--- src/rtl/ahb_pkg.sv ---
`default_nettype none
// ============================================================================
// ahb_pkg : AHB-Lite encodings and register map shared by master, slave, benches
// Revision: 1.0
// ============================================================================
package ahb_pkg;

  typedef enum logic [1:0] {
    IDLE   = 2'd0,
    BUSY   = 2'd1,
    NONSEQ = 2'd2,
    SEQ    = 2'd3
  } htrans_t;

  localparam logic HRESP_OKAY  = 1'b0;
  localparam logic HRESP_ERROR = 1'b1;

  localparam logic [2:0] HSIZE_BYTE = 3'd0;
  localparam logic [2:0] HSIZE_HALF = 3'd1;
  localparam logic [2:0] HSIZE_WORD = 3'd2;

  // Register map of the companion slave register block
  localparam int unsigned ERR_STATUS_ADDRESS = 1;
  localparam int unsigned PAYLOAD_ADDRESS    = 2;
  localparam int unsigned DATA_SIZE_ADDRESS  = 4;

endpackage
`default_nettype wire

--- src/rtl/ahb_master_interface.sv ---
`default_nettype none
// ============================================================================
// ahb_master_interface : single-beat AHB-Lite initiator, in-order responses
// Revision: 1.0
// ============================================================================
module ahb_master_interface
  import ahb_pkg::*;
#(
  parameter int ADDR_WIDTH = 3,
  parameter int DATA_WIDTH = 8
) (
  input  logic                  hclk,
  input  logic                  hreset_n,
  input  logic                  cmd_valid,
  output logic                  cmd_ready,
  input  logic                  cmd_write,
  input  logic [ADDR_WIDTH-1:0] cmd_addr,
  input  logic [2:0]            cmd_size,
  input  logic [DATA_WIDTH-1:0] cmd_wdata,
  output logic                  rsp_valid,
  output logic [DATA_WIDTH-1:0] rsp_rdata,
  output logic                  rsp_err,
  output logic                  hsel_x,
  output logic [ADDR_WIDTH-1:0] haddr,
  output logic [1:0]            htrans,
  output logic                  hwrite,
  output logic [2:0]            hsize,
  output logic [DATA_WIDTH-1:0] hwdata,
  input  logic [DATA_WIDTH-1:0] hrdata,
  input  logic                  hready,
  input  logic                  hresp
);

  logic                  r_a_valid;
  logic [ADDR_WIDTH-1:0] r_a_addr;
  logic                  r_a_write;
  logic [2:0]            r_a_size;
  logic [DATA_WIDTH-1:0] r_a_wdata;
  logic                  r_suspend;
  logic                  r_d_valid;
  logic                  r_d_write;
  logic [DATA_WIDTH-1:0] r_d_wdata;
  logic                  r_rsp_valid;
  logic [DATA_WIDTH-1:0] r_rsp_rdata;
  logic                  r_rsp_err;

  logic w_a_issue;
  logic w_accept;

  assign w_a_issue = r_a_valid & ~r_suspend;
  assign cmd_ready = hreset_n & hready & ~hresp & ~r_suspend;
  assign w_accept  = cmd_valid & cmd_ready;

  assign htrans = w_a_issue ? NONSEQ : IDLE;
  assign haddr  = r_a_valid ? r_a_addr  : '0;
  assign hwrite = r_a_valid ? r_a_write : 1'b0;
  assign hsize  = r_a_valid ? r_a_size  : 3'd0;
  assign hwdata = (r_d_valid & r_d_write) ? r_d_wdata : '0;
  assign hsel_x = r_a_valid | r_d_valid;

  assign rsp_valid = r_rsp_valid;
  assign rsp_rdata = r_rsp_rdata;
  assign rsp_err   = r_rsp_err;

  always_ff @(posedge hclk) begin
    if (!hreset_n) begin
      r_a_valid   <= 1'b0;
      r_a_addr    <= '0;
      r_a_write   <= 1'b0;
      r_a_size    <= 3'd0;
      r_a_wdata   <= '0;
      r_suspend   <= 1'b0;
      r_d_valid   <= 1'b0;
      r_d_write   <= 1'b0;
      r_d_wdata   <= '0;
      r_rsp_valid <= 1'b0;
      r_rsp_rdata <= '0;
      r_rsp_err   <= 1'b0;
    end else begin
      r_rsp_valid <= r_d_valid & hready;
      if (r_d_valid & hready) begin
        r_rsp_err   <= hresp;
        r_rsp_rdata <= r_d_write ? '0 : hrdata;
      end

      if (hready) begin
        r_suspend <= 1'b0;
        if (r_suspend) begin
          // Second ERROR cycle: the held address phase is re-driven next cycle
          r_d_valid <= 1'b0;
        end else begin
          r_d_valid <= r_a_valid;
          r_d_write <= r_a_write;
          r_d_wdata <= r_a_wdata;
          r_a_valid <= w_accept;
          if (w_accept) begin
            r_a_addr  <= cmd_addr;
            r_a_write <= cmd_write;
            r_a_size  <= cmd_size;
            r_a_wdata <= cmd_wdata;
          end
        end
      end else if (r_d_valid & hresp & w_a_issue) begin
        // First ERROR cycle: cancel the pipelined follower so it goes IDLE
        r_suspend <= 1'b1;
      end
    end
  end

endmodule
`default_nettype wire

--- config.mk ---
export PLATFORM = sky130hd
export DESIGN_NAME = ahb_master_interface
export DESIGN_NICKNAME = d
export VERILOG_FILES = /design/src/rtl/ahb_pkg.sv /design/src/rtl/ahb_master_interface.sv
export SDC_FILE = /design/constraint.sdc
export NUM_CORES = 1
export LEC_CHECK = 0
export BUFFER_PORTS_ARGS = -buffer_cell sky130_fd_sc_hd__clkbuf_2
export CAP_MARGIN = 20
export CORE_MARGIN = 10
export CORE_UTILIZATION = 52
export CTS_CLUSTER_SIZE = 25
export DETAILED_ROUTE_END_ITERATION = 8
export PLACE_DENSITY_LB_ADDON = 0.08
export RECOVER_POWER = 50
export SLEW_MARGIN = 5
export SYNTH_ARGS = -nofsm -noshare
export SYNTH_HDL_FRONTEND = slang
export SYNTH_SLANG_ARGS = --single-unit
--- constraint.sdc ---
create_clock -name hclk -period 2.8 [get_ports hclk]
set_input_delay 0.14 -clock hclk [delete_from_list [all_inputs] [get_ports hclk]]
set_output_delay 0.14 -clock hclk [all_outputs]
set_load 0.01 [all_outputs]
==> impl_results.md <==
- Post-route setup slack: 1120 ps
- DR iter-0 viols: 66
- Syn Nets: 213
- Slew margin rel.: 42.9%
- Vias in the first global route: 1408
- Deepest clock path buffer count: 2
- P_leak: 0.778 nW
- Outcome: complete, no violations
- Total GRT Usage: 13.9%
- Final Hold Vio Count: 0
- Pre-CTS WS: 1370 ps
- Crit path cell chain: nand2b_1, nor3b_1, clkbuf_2
- WL/cell: 14.3 µm
- Post-CTS setup buffers: 0
- Max_cap viols: 0
- Non-Filler Instances: 265
- Final WL: 3.78 mm
- Effective utilization at floorplan: 55.5%
- GRT met3 Usage: 6.44%
- Initial antenna violation count: 0
- Sw Share: 23.1%
- Highest net fanout along the worst path: 11
- DR pass1 iterations: 4
- CTS clock-pin slew for the worst setup and hold paths: 100 ps
- Vias/cell: 5.27
- Delay-heaviest family, CP: simple AND/OR/NAND/NOR gates
- Final hold slack: 20.0 ps
- Signal arrival time at the worst endpoint: 1540 ps
- Fmax: 596 MHz
- Met2 Usage GRT: 23.6%
- Post-layout util: 66.3%
- CP endpoint kind: output port
- Dpl hpwl: 2.71 mm
- Post-synthesis async set-or-reset flop share: 0%
- Layout Nets: 261
- Synth Register Bits: 37
- Setup crit end: cmd_ready
- Overflow after GRT: 0
- Largest net degree at the start of global routing: 54
- Clock Skew: 8.79 ps
- CP Buf/Inv Count: 1
- Switching pwr: 0.215 mW
- Count of cell types in the netlist: 24
- DRC Markers: 0
- Max incr delay on CP: 350 ps
- Die height: 74.9 µm
- GPL Wtd Cong: 0.753
- CORE AREA: 0.00283 mm²
- Routed Antenna Nets: 0
- Critical path depth: 3
- TritonCTS clock tree: done
- Setup TNS: 0 ps
- GRT busiest layer: met2
- Count leader, synth: nand2_1
- CTS Buf Count: 5
- Worst IR Drop VDD: 0.457 mV
- FF-to-FF path depth: 2
- Worst skew pair latency: 340 ps
- Worst Setup SP: r_suspend
- Combinational Power Share: 7.5%
- R2R Path End: r_a_wdata[3]
- Main area contributors after synthesis: dfxtp_1 47%, nand2_1 10%, a21boi_0 8.6%
- Antenna cell count: 0
- Share of power burned in registers: 58.7%
- Worst-Margin Slew: 857 ps
- IO Port Bufs: 55
- Critical-path top delay cell: dfxtp_1
- Area Overhead vs Synth: 19.5%
- Hold Crit Class: input pin to flip-flop
- Slew Limit Fails: 0
- Period utilisation layout: 59.9%
- Synth top cells by count: 43 x nand2_1, 37 x dfxtp_1, 18 x a21boi_0
- Routed via count: 1397
- Critical path type: flip-flop to output port
- Post-synth top area cell: dfxtp_1
- Ys flop type: dfxtp_1
- Netlist Area Pre-Place: 0.00157 mm²
- EDFF count, synth: 0
- Layout cells sized above 1: 23.1%
- # clock sinks: 37
- RSZ-0062 raised after global routing: no
- Die ar.: 0.00561 mm²
- First-pass GRT wire length: 6.12 mm
- Sequential fraction of the synthesis area: 47.2%
- Root buffer cell: clkbuf_4
- Worst reg2reg path startpoint: r_suspend
- Tmin final: 1680 ps
- Synth top area share: 47.2%
- Clock share of power: 33.9%
- # placed instances: 252
- Syn avg cell area: 8.48 µm²
- Final number of setup-violating endpoints: 0
- Num rows: 19
- Pint: 0.715 mW
- Met1 GRT Util: 14.2%
- Die Wd: 74.9 µm
- Ports: 57
- Ys Warns: 0
- Syn Inst Count: 185
- H-tree depth: 2
- WP data required: 2660 ps
- FF-to-FF setup slack: 1240 ps
- Worst setup SP type: flip-flop
- PD cells: 496 mW/mm²
-- metrics by stage --
step / total power, mW / area (µm²)
after floorplan: 0.601 / 1570
after global placement: 0.620 / 1770
after detailed placement: 0.623 / 1770
after CTS: 0.945 / 1890
after global routing: 0.968 / 1880
final: 0.931 / 1880
-- layout make-up --
class,instances,area [µm²]
Timing Repair Buffer,60,313
Fill cell,256,953
Clock inverter,1,5.00
Clock buffer,7,65.1
Sequential cell,37,741
Multi-Input combinational cell,129,713
Tap cell,31,38.8
-- placed cells by master, fill, tap and decap left out --
| cell type | n |
|---|---|
| a21boi_0 | 18 |
| clkinv_2 | 1 |
| and3_1 | 9 |
| and4bb_1 | 1 |
| nor3b_1 | 2 |
| mux2i_1 | 1 |
| conb_1 | 1 |
| o21ai_0 | 15 |
| dfxtp_1 | 37 |
| nand3_1 | 16 |
| nand2b_1 | 1 |
| nor2b_1 | 3 |
| nand4b_1 | 8 |
| or2_2 | 1 |
| clkbuf_1 | 10 |
| and2_1 | 7 |
| clkbuf_8 | 2 |
| clkbuf_2 | 45 |
| a21oi_1 | 1 |
| and2b_1 | 1 |
| a31oi_1 | 1 |
| clkbuf_4 | 5 |
| nand2_1 | 43 |
| dlygate4sd3_1 | 5 |
-- power by group through the flow --
| stage | Sequential, mW | Combinational [mW] | Clock, mW |
|---|---|---|---|
| 2_1_floorplan | 0.554 | 0.0472 | 0 |
| 3_3_place_gp | 0.557 | 0.0626 | 0 |
| 3_5_place_dp | 0.558 | 0.0653 | 0 |
| 4_1_cts | 0.546 | 0.0711 | 0.327 |
| 5_1_grt | 0.548 | 0.0788 | 0.341 |
| 6_report | 0.546 | 0.0695 | 0.315 |
-- worst min path at each step --
stage                   endpoint          from  slack, ps  depth (start not counted)
finish               r_a_addr[1]   cmd_addr[1]         20                          3
global route         r_a_addr[1]   cmd_addr[1]         10                          3
CTS                  r_a_addr[1]   cmd_addr[1]       0.09                          3
detailed placement  r_a_wdata[7]  cmd_wdata[7]        360                          3
global placement    r_a_wdata[1]  cmd_wdata[1]        350                          3
floorplan            r_a_addr[0]   cmd_addr[0]        270                          2
-- per-layer routing --
layer,wire (µm),share of wire [%]
met5,0,0
met4,62,1.6
met3,341,9.0
met2,1750,46
met1,1630,43
-- cells by family after synthesis --
group / after synthesis / synth area share (%)
buffers and inverters: 19 / 7.10
DFF: 37 / 47.2
other: 1 / 0.239
muxes: 1 / 0.638
AOI/OAI and AO/OA: 35 / 14.1
and+or+nand+nor: 92 / 30.7
-- what timing repair did --
item | CTS | global route
gates resized for setup | 0 | 0
endpoints found under the hold margin | 5 | 0
endpoints found under the setup margin | 0 | 0
hold buffers | 5 | 0
-- sequential cells by signal, indices dropped and copies added, names as in the netlist --
signal	count
rsp_valid	1
r_a_size	3
r_d_write	1
r_a_addr	3
r_d_wdata	8
rsp_rdata	8
r_a_write	1
rsp_err	1
r_a_wdata	8
r_a_valid	1
r_suspend	1
r_d_valid	1
-- worst min-delay path, delay by kind of cell --
kind	cells	cell delay, ps
compound gates	1	70
simple gates	1	50
buf+inv	1	80
No activity file was read; power rests on OpenSTA's default activity.
